$ cat src/rtl/march_program_sequencer.sv
// Steps a BIST engine through a stored list of march elements, one scan word per
// element, and collects the run verdict, miscompare count and first-failure location.
module march_program_sequencer #(
    parameter int SW           = 16,
    parameter int AW           = 8,
    parameter int PW           = 4,
    parameter int TW           = 16,
    parameter bit STOP_ON_FAIL = 1'b0
) (
    input  logic          clk,
    input  logic          rst,
    input  logic          prog_we,
    input  logic [PW-1:0] prog_addr,
    input  logic [SW-1:0] prog_wdata,
    input  logic [PW-1:0] prog_last,
    input  logic          start,
    input  logic          elem_done_in,
    input  logic          fail_in,
    input  logic [AW-1:0] tas_in,
    output logic [SW-1:0] scan_out,
    output logic          ts_out,
    output logic          busy,
    output logic          done,
    output logic          pass,
    output logic          timeout,
    output logic [7:0]    fail_cnt,
    output logic [AW-1:0] first_fail_addr,
    output logic [PW-1:0] first_fail_elem,
    output logic [PW-1:0] cur_elem
);

    typedef enum logic [1:0] {IDLE, LOAD, RUN, DONE} state_t;

    state_t        state;
    logic [SW-1:0] prog [2**PW];
    logic [PW-1:0] last;
    logic [TW-1:0] wd;

    logic          fail_hit;
    logic          stop_hit;
    logic          adv;
    logic          to_hit;
    logic          end_run;
    logic [7:0]    fail_cnt_nxt;
    logic [PW-1:0] nxt_elem;

    always_comb begin
        fail_hit     = (state == RUN) && fail_in;
        stop_hit     = STOP_ON_FAIL && fail_hit;
        adv          = (state == RUN) && elem_done_in && !stop_hit;
        to_hit       = (state == RUN) && !elem_done_in && !stop_hit &&
                       ((wd + TW'(1)) == {TW{1'b1}});
        end_run      = stop_hit || to_hit || (adv && (cur_elem == last));
        nxt_elem     = cur_elem + PW'(1);
        fail_cnt_nxt = fail_cnt;
        if (fail_hit && (fail_cnt != 8'hFF))
            fail_cnt_nxt = fail_cnt + 8'd1;
    end

    // Program store survives reset so a run can be repeated after an abort.
    always_ff @(posedge clk) begin
        if (prog_we && !busy)
            prog[prog_addr] <= prog_wdata;
    end

    always_ff @(posedge clk) begin
        if (rst) begin
            state           <= IDLE;
            last            <= '0;
            wd              <= '0;
            scan_out        <= '0;
            ts_out          <= 1'b0;
            busy            <= 1'b0;
            done            <= 1'b0;
            pass            <= 1'b0;
            timeout         <= 1'b0;
            fail_cnt        <= '0;
            first_fail_addr <= '0;
            first_fail_elem <= '0;
            cur_elem        <= '0;
        end else begin
            ts_out <= 1'b0;
            done   <= 1'b0;
            case (state)
                IDLE: if (start) begin
                    // scan_out is loaded on the edge into LOAD so it is valid with ts_out
                    last            <= prog_last;
                    cur_elem        <= '0;
                    fail_cnt        <= '0;
                    first_fail_addr <= '0;
                    first_fail_elem <= '0;
                    timeout         <= 1'b0;
                    pass            <= 1'b0;
                    scan_out        <= prog[0];
                    ts_out          <= 1'b1;
                    busy            <= 1'b1;
                    wd              <= '0;
                    state           <= LOAD;
                end
                LOAD: begin
                    wd    <= '0;
                    state <= RUN;
                end
                RUN: begin
                    wd       <= wd + TW'(1);
                    fail_cnt <= fail_cnt_nxt;
                    // Capture uses the pre-advance element index.
                    if (fail_hit && (fail_cnt == 8'd0)) begin
                        first_fail_addr <= tas_in;
                        first_fail_elem <= cur_elem;
                    end
                    if (end_run) begin
                        state   <= DONE;
                        busy    <= 1'b0;
                        done    <= 1'b1;
                        timeout <= to_hit;
                        pass    <= (fail_cnt_nxt == 8'd0) && !to_hit;
                    end else if (adv) begin
                        cur_elem <= nxt_elem;
                        scan_out <= prog[nxt_elem];
                        ts_out   <= 1'b1;
                        state    <= LOAD;
                    end
                end
                default: state <= IDLE;
            endcase
        end
    end

endmodule

$ cat config.mk
export PLATFORM = sky130hd
export DESIGN_NAME = march_program_sequencer
export DESIGN_NICKNAME = d
export VERILOG_FILES = /design/src/rtl/march_program_sequencer.sv
export SDC_FILE = /design/constraint.sdc
export NUM_CORES = 1
export LEC_CHECK = 0
export CORE_UTILIZATION = 30
export DETAILED_ROUTE_END_ITERATION = 8
export PLACE_DENSITY_LB_ADDON = 0.12
export SYNTH_ARGS = -nofsm -noshare
export SYNTH_HDL_FRONTEND = slang
export SYNTH_SLANG_ARGS = --single-unit
$ cat constraint.sdc
create_clock -name clk -period 4.72 [get_ports clk]
set_input_delay 1.416 -clock clk [delete_from_list [all_inputs] [get_ports clk]]
set_output_delay 1.416 -clock clk [all_outputs]
set_load 0.01 [all_outputs]
==> results.sh, run 1 <==
export IMPL_yosys_warnings=0
export IMPL_syn_avg_cell_area_um2=15.8
export IMPL_synthFlopType="edfxtp_1"
export IMPL_core_area_um2=43400
export IMPL_fin_skew_ns=0.0178
export IMPL_slew_violations=0
export IMPL_first_iter_violations=663
export IMPL_yosys_register_bits=323
export IMPL_num_vias=7523
export IMPL_grt_total_usage=0.150
export IMPL_die_area_um2=45200
export IMPL_peakVddDrop_mv=0.237
export IMPL_power_density_nw_per_um2=391
export IMPL_insertion_delay_ns=0.56
export IMPL_crit_type="register to output pin"
export IMPL_critPathTopFamily="flip-flops"
export IMPL_wl_um=32800
export IMPL_dp_hpwl_um=20400
export IMPL_cts_root_buf="clkbuf_16"
export IMPL_finalCritPeriodShare=0.703
export IMPL_netlist_instances=844
export IMPL_most_common_layout_cells="256 x edfxtp_1, 81 x clkdlybuf4s50_1, 77 x nand2_1, 66 x dfxtp_1, 64 x mux4_2"
export IMPL_cts_sinks=323
export IMPL_drive_gt1_frac=0.201
export IMPL_hold_viol_final=0
export IMPL_ios=83
export IMPL_globalplace_congestion=0.792
export IMPL_place_area_um2=14800
export IMPL_cts_buffers=37
export IMPL_hold_class="register to register"
export IMPL_diodes=0
export IMPL_rows=76
export IMPL_cp_cell_sequence="clkdlybuf4s50_1"
export IMPL_nets=983
export IMPL_status="finished, final reports clean"
export IMPL_fin_tns_setup_ns=0
export IMPL_regToRegStartpoint="cur_elem[0]$_SDFFE_PP0P_"
export IMPL_avgViaCountPerCell=4.84
export IMPL_synth_edf_count=256
export IMPL_cts_hold_buf=0
export IMPL_critPathBufInv=1
export IMPL_antenna_found_initial=0
export IMPL_hp_start="first_fail_addr[7]$_SDFFE_PP0P_"
export IMPL_slowest_delay_ns=0.70
export IMPL_leakagePower_nw=5.15
export IMPL_seq_area_frac_synth=0.679
export IMPL_fp_dieW_um=213
export IMPL_synth_distinct_cells=60
export IMPL_tightest_slew_ns=1.03
export IMPL_crit_start="cur_elem[0]$_SDFFE_PP0P_"
export IMPL_grt_setup_unrepaired="no"
export IMPL_fmax_mhz=301
export IMPL_r2r_setup_slack_ns=1.82
export IMPL_cts_path_max_buffers=3
export IMPL_drtAntennaViolNets=0
export IMPL_stdcell_area_um2=16000
export IMPL_crit_arrival_ns=1.90
export IMPL_grt_pass1_wl_um=49400
export IMPL_cp_start_kind="register"
export IMPL_first_global_vias=7726
export IMPL_final_common_cell="edfxtp_1"
export IMPL_syn_to_final_growth_pct=20.2
export IMPL_cts_setup_buffers=0
export IMPL_drv_cap=0
export IMPL_syn_num_nets=887
export IMPL_critPathCaptureType="output pin"
export IMPL_slew_headroom=0.313
export IMPL_overflow=0
export IMPL_ys_async_sr_fraction=0
export IMPL_grt_start_max_net_pins=66
export IMPL_cts_tree="built"
export IMPL_drt_pass1_iter_count=5
export IMPL_cp_required_ns=3.30
export IMPL_die_h_um=213
export IMPL_setup_violations=0
export IMPL_synth_area_um2=13300
export IMPL_initial_core_util=0.307
export IMPL_avgRoutedWirePerCell_um=21.1
export IMPL_port_buffers=82
export IMPL_cts_repair_resized=0
export IMPL_clkTransAtPathRegs_ns=0.06
export IMPL_drc=0
export IMPL_path_max_fanout=24
export IMPL_slowest_stage="dfxtp_4"
export IMPL_htreeDepth=2
export IMPL_period_needed_ns=3.32
==> cells in the mapped netlist (8+ instances only) <==
cell / instances / area (um^2)
a311oi_1: 18 / 158
mux2_2: 18 / 203
edfxtp_1: 256 / 7690
mux2i_1: 21 / 210
nand2_1: 77 / 289
buf_2: 13 / 65.1
clkbuf_1: 21 / 78.8
nand3_1: 27 / 135
inv_1: 8 / 30.0
nor3_1: 12 / 60.1
a21oi_1: 26 / 130
o21ai_0: 30 / 150
a31oi_1: 10 / 62.6
o211ai_1: 19 / 143
nor2_1: 55 / 206
mux4_2: 64 / 1440
dfxtp_1: 67 / 1340
xnor2_1: 9 / 78.8
==> layer usage <==
metal  wire length, um  GRT usage  up-vias
met4               622     0.0397        0
met1             15200      0.203     3832
li1                  -          -     3506
met5                 0          0        -
met3              1290     0.0312       44
met2             15700      0.243      141
==> area by class of cell <==
type,count,area (um^2)
flip-flops and latches,323,9030
clock inverters,20,173
fillers,4173,27400
inverters,8,30.0
clock buffers,47,973
well taps,585,732
repair buffers,110,1040
multi-input cells,460,4000
==> through the flow <==
step / instances / worst slack (ns) / power, mW / hold WS, ns / utilization
after floorplan: 844 / 1.32 / 3.40 / 0.437 / -
after global placement: 1486 / 1.07 / 3.58 / 0.439 / 0.342
after detailed placement: 1486 / 0.995 / 3.58 / 0.443 / 0.342
after CTS: 1553 / 1.32 / 6.35 / 0.452 / 0.369
after global routing: 1553 / 1.28 / 6.49 / 0.470 / 0.369
final: 1553 / 1.40 / 6.24 / 0.450 / 0.369
==> state kept, by name, indices dropped and copies added, names as in the netlist <==
signal and flops:
prog 256, scan_out 16, wd 16, fail_cnt 8, first_fail_addr 8, cur_elem 4
first_fail_elem 4, last 4, state 2, busy 1, done 1, pass 1
timeout 1, ts_out 1
==> power breakdown <==
| part | switching (mW) | total [mW] | leakage [nW] | internal [mW] |
|---|---|---|---|---|
| clock | 1.16 | 2.73 | 0.547 | 1.58 |
| combinational | 0.203 | 0.356 | 1.74 | 0.153 |
| sequential | 0.0340 | 3.15 | 2.86 | 3.12 |
==> path summary, 6_finish.rpt <==
check | cells after the start | to
min | 2 | first_fail_addr[7]$_SDFFE_PP0P_
max reg2reg | 5 | scan_out[11]$_SDFFE_PP0P_
max | 1 | cur_elem[0]
min reg2reg | 2 | first_fail_addr[7]$_SDFFE_PP0P_
==> cell families after synthesis <==
group,synth area share
buffers and inverters,0.0270
adders and majority gates,0.00470
DFF,0.679
xor gates and xnor gates,0.00781
and+or+nand+nor,0.0830
AOI/OAI and AO/OA,0.0591
muxes,0.139
Power figures use the tool's default switching activity.
==> inputs of run 2 (changes only) <==
==> constraint.sdc (replaced) <==
create_clock -name clk -period 3 [get_ports clk]
set_input_delay 0.9 -clock clk [delete_from_list [all_inputs] [get_ports clk]]
set_output_delay 0.9 -clock clk [all_outputs]
set_load 0.01 [all_outputs]
==> run 2 against run 1 <==
Against the previous run: hold slack barely moved; first-iteration DRC count fell by 21%; clock skew decreased by 0.0016 ns; non-clock buffer count rose by 18; register-to-register slack lost 1.2 ns; cell area grew 2.1%; cell count up 1.2%; sequential share of layout area fell by 1.2 points; critical path depth increased by 1; sequential power rose by 57%; critical endpoint unchanged; largest cell class unchanged; largest power group unchanged.
==> results.sh, run 2 (synthesized netlist as in run 1, its figures left out) <==
export IMPL_overflow=0
export IMPL_power_density_nw_per_um2=615
export IMPL_tightest_slew_ns=1.02
export IMPL_fin_cells=1572
export IMPL_drtAntennaViolNets=0
export IMPL_initial_core_util=0.307
export IMPL_fmax_mhz=350
export IMPL_path_max_fanout=54
export IMPL_cts_buffers=37
export IMPL_port_buffers=82
export IMPL_hold_depth=2
export IMPL_largest_register_ffs=256
export IMPL_fin_tns_setup_ns=0
export IMPL_drv_cap=0
export IMPL_final_setup_worst_slack_ns=0.145
export IMPL_grt_total_usage=0.150
export IMPL_drc=0
export IMPL_first_iter_violations=527
export IMPL_place_area_um2=15100
export IMPL_largestRegisters="prog: 256 flops, scan_out: 16 flops, wd: 16 flops"
export IMPL_fill_cells=4083
export IMPL_regMostFlops="prog"
export IMPL_syn_to_final_growth_pct=22.7
export IMPL_final_common_cell="edfxtp_1"
export IMPL_r2r_end="busy$_SDFFE_PP0P_"
export IMPL_cts_repair_resized=0
export IMPL_regToRegStartpoint="wd[0]$_SDFFE_PP0P_"
export IMPL_insertion_delay_ns=0.53
export IMPL_r2r_cells=7
export IMPL_rows=76
export IMPL_stdcell_area_um2=16300
export IMPL_avgViaCountPerCell=4.81
export IMPL_die_h_um=213
export IMPL_cp_required_ns=2.10
export IMPL_place_ws_ns=0.187
export IMPL_drive_gt1_frac=0.218
export IMPL_seq_area_um2=9030
export IMPL_globalplace_congestion=0.761
export IMPL_hold_viol_final=0
export IMPL_nets=1001
export IMPL_setup_violations=0
export IMPL_clkTransAtPathRegs_ns=0.06
export IMPL_dp_hpwl_um=20700
export IMPL_drt_pass1_iter_count=4
export IMPL_crit_arrival_ns=1.96
export IMPL_wl_um=32900
export IMPL_slew_violations=0
export IMPL_slew_headroom=0.319
export IMPL_dp_cells=1504
export IMPL_cts_setup_buffers=0
export IMPL_hold_class="register to register"
export IMPL_most_common_layout_cells="256 x edfxtp_1, 81 x clkdlybuf4s50_1, 77 x nand2_1, 66 x dfxtp_1, 64 x mux4_2"
export IMPL_finalCritPeriodShare=0.952
export IMPL_grt_start_max_net_pins=55
export IMPL_multi_input_area_um2=4000
export IMPL_leakagePower_nw=5.32
export IMPL_cp_start_kind="register"
export IMPL_grt_setup_unrepaired="no"
export IMPL_r2r_setup_slack_ns=0.59
export IMPL_fin_skew_ns=0.0162
export IMPL_avgRoutedWirePerCell_um=20.9
export IMPL_ios=83
export IMPL_peakVddDrop_mv=0.313
export IMPL_diodes=0
export IMPL_core_area_um2=43400
export IMPL_first_global_vias=7873
export IMPL_antenna_found_initial=0
export IMPL_grt_pass1_wl_um=49900
export IMPL_num_vias=7554
export IMPL_critPathCaptureType="output pin"
export IMPL_crit_start="cur_elem[0]$_SDFFE_PP0P_"
export IMPL_cts_sinks=323
export IMPL_crit_type="register to output pin"
export IMPL_status="finished, final reports clean"
export IMPL_cts_path_max_buffers=3
export IMPL_htreeDepth=2
export IMPL_holdWs_ns=0.450
export IMPL_die_area_um2=45200
export IMPL_cts_root_buf="clkbuf_16"
export IMPL_fp_dieW_um=213
export IMPL_cts_hold_buf=0
export IMPL_critical_path_endpoint="cur_elem[0]"
export IMPL_cts_tree="built"
export IMPL_period_needed_ns=2.86
[run 2: changes by cell type in the layout (fill, tap and decap cells not counted), sizes merged]
cell      delta
clkinvlp     -3
bufinv       +1
clkinv       -9
clkbuf      +12
buf         +18
[run 2: layout make-up]
type                    count  share of cell area
well taps                 585              0.0449
clock buffers              59              0.0665
clock inverters             9             0.00774
flip-flops and latches    323               0.554
inverters                   8             0.00184
repair buffers            128              0.0804
multi-input cells         460               0.245
[run 2: worst min path at each step]
stage	from	to	slack (ns)
after floorplan	wd[15]$_SDFFE_PP0P_	wd[15]$_SDFFE_PP0P_	0.44
after global placement	first_fail_addr[6]$_SDFFE_PP0P_	first_fail_addr[6]$_SDFFE_PP0P_	0.44
after detailed placement	first_fail_addr[7]$_SDFFE_PP0P_	first_fail_addr[7]$_SDFFE_PP0P_	0.45
after CTS	first_fail_addr[7]$_SDFFE_PP0P_	first_fail_addr[7]$_SDFFE_PP0P_	0.45
after global routing	first_fail_addr[3]$_SDFFE_PP0P_	first_fail_addr[3]$_SDFFE_PP0P_	0.47
final	first_fail_addr[4]$_SDFFE_PP0P_	first_fail_addr[4]$_SDFFE_PP0P_	0.45
[run 2: critical path: stages (launching register included)]
cell and delay (ns):
dfxtp_4 0.39, buf_12 0.41, clkdlybuf4s50_1 0.63
[run 2: through the flow]
step                utilization  total power [mW]
floorplan                     -              5.34
global placement          0.348              5.65
detailed placement        0.348              5.65
CTS                       0.376              10.2
global route              0.376              10.4
finish                    0.376              10.0
[run 2: routing by layer]
layer	wire, um	up-vias	part of all wire	global-route usage
met4	638	0	0.019	0.0474
met2	15400	151	0.47	0.243
met3	1490	39	0.045	0.0287
met1	15400	3816	0.47	0.204
li1	-	3548	-	-
met5	0	-	0	0
[run 2: power breakdown]
part / internal [mW] / switching, mW / leakage [nW]
Sequential: 4.91 / 0.0474 / 2.86
Combinational: 0.256 / 0.329 / 1.87
Clock: 2.74 / 1.75 / 0.590
Total: 7.91 / 2.12 / 5.32
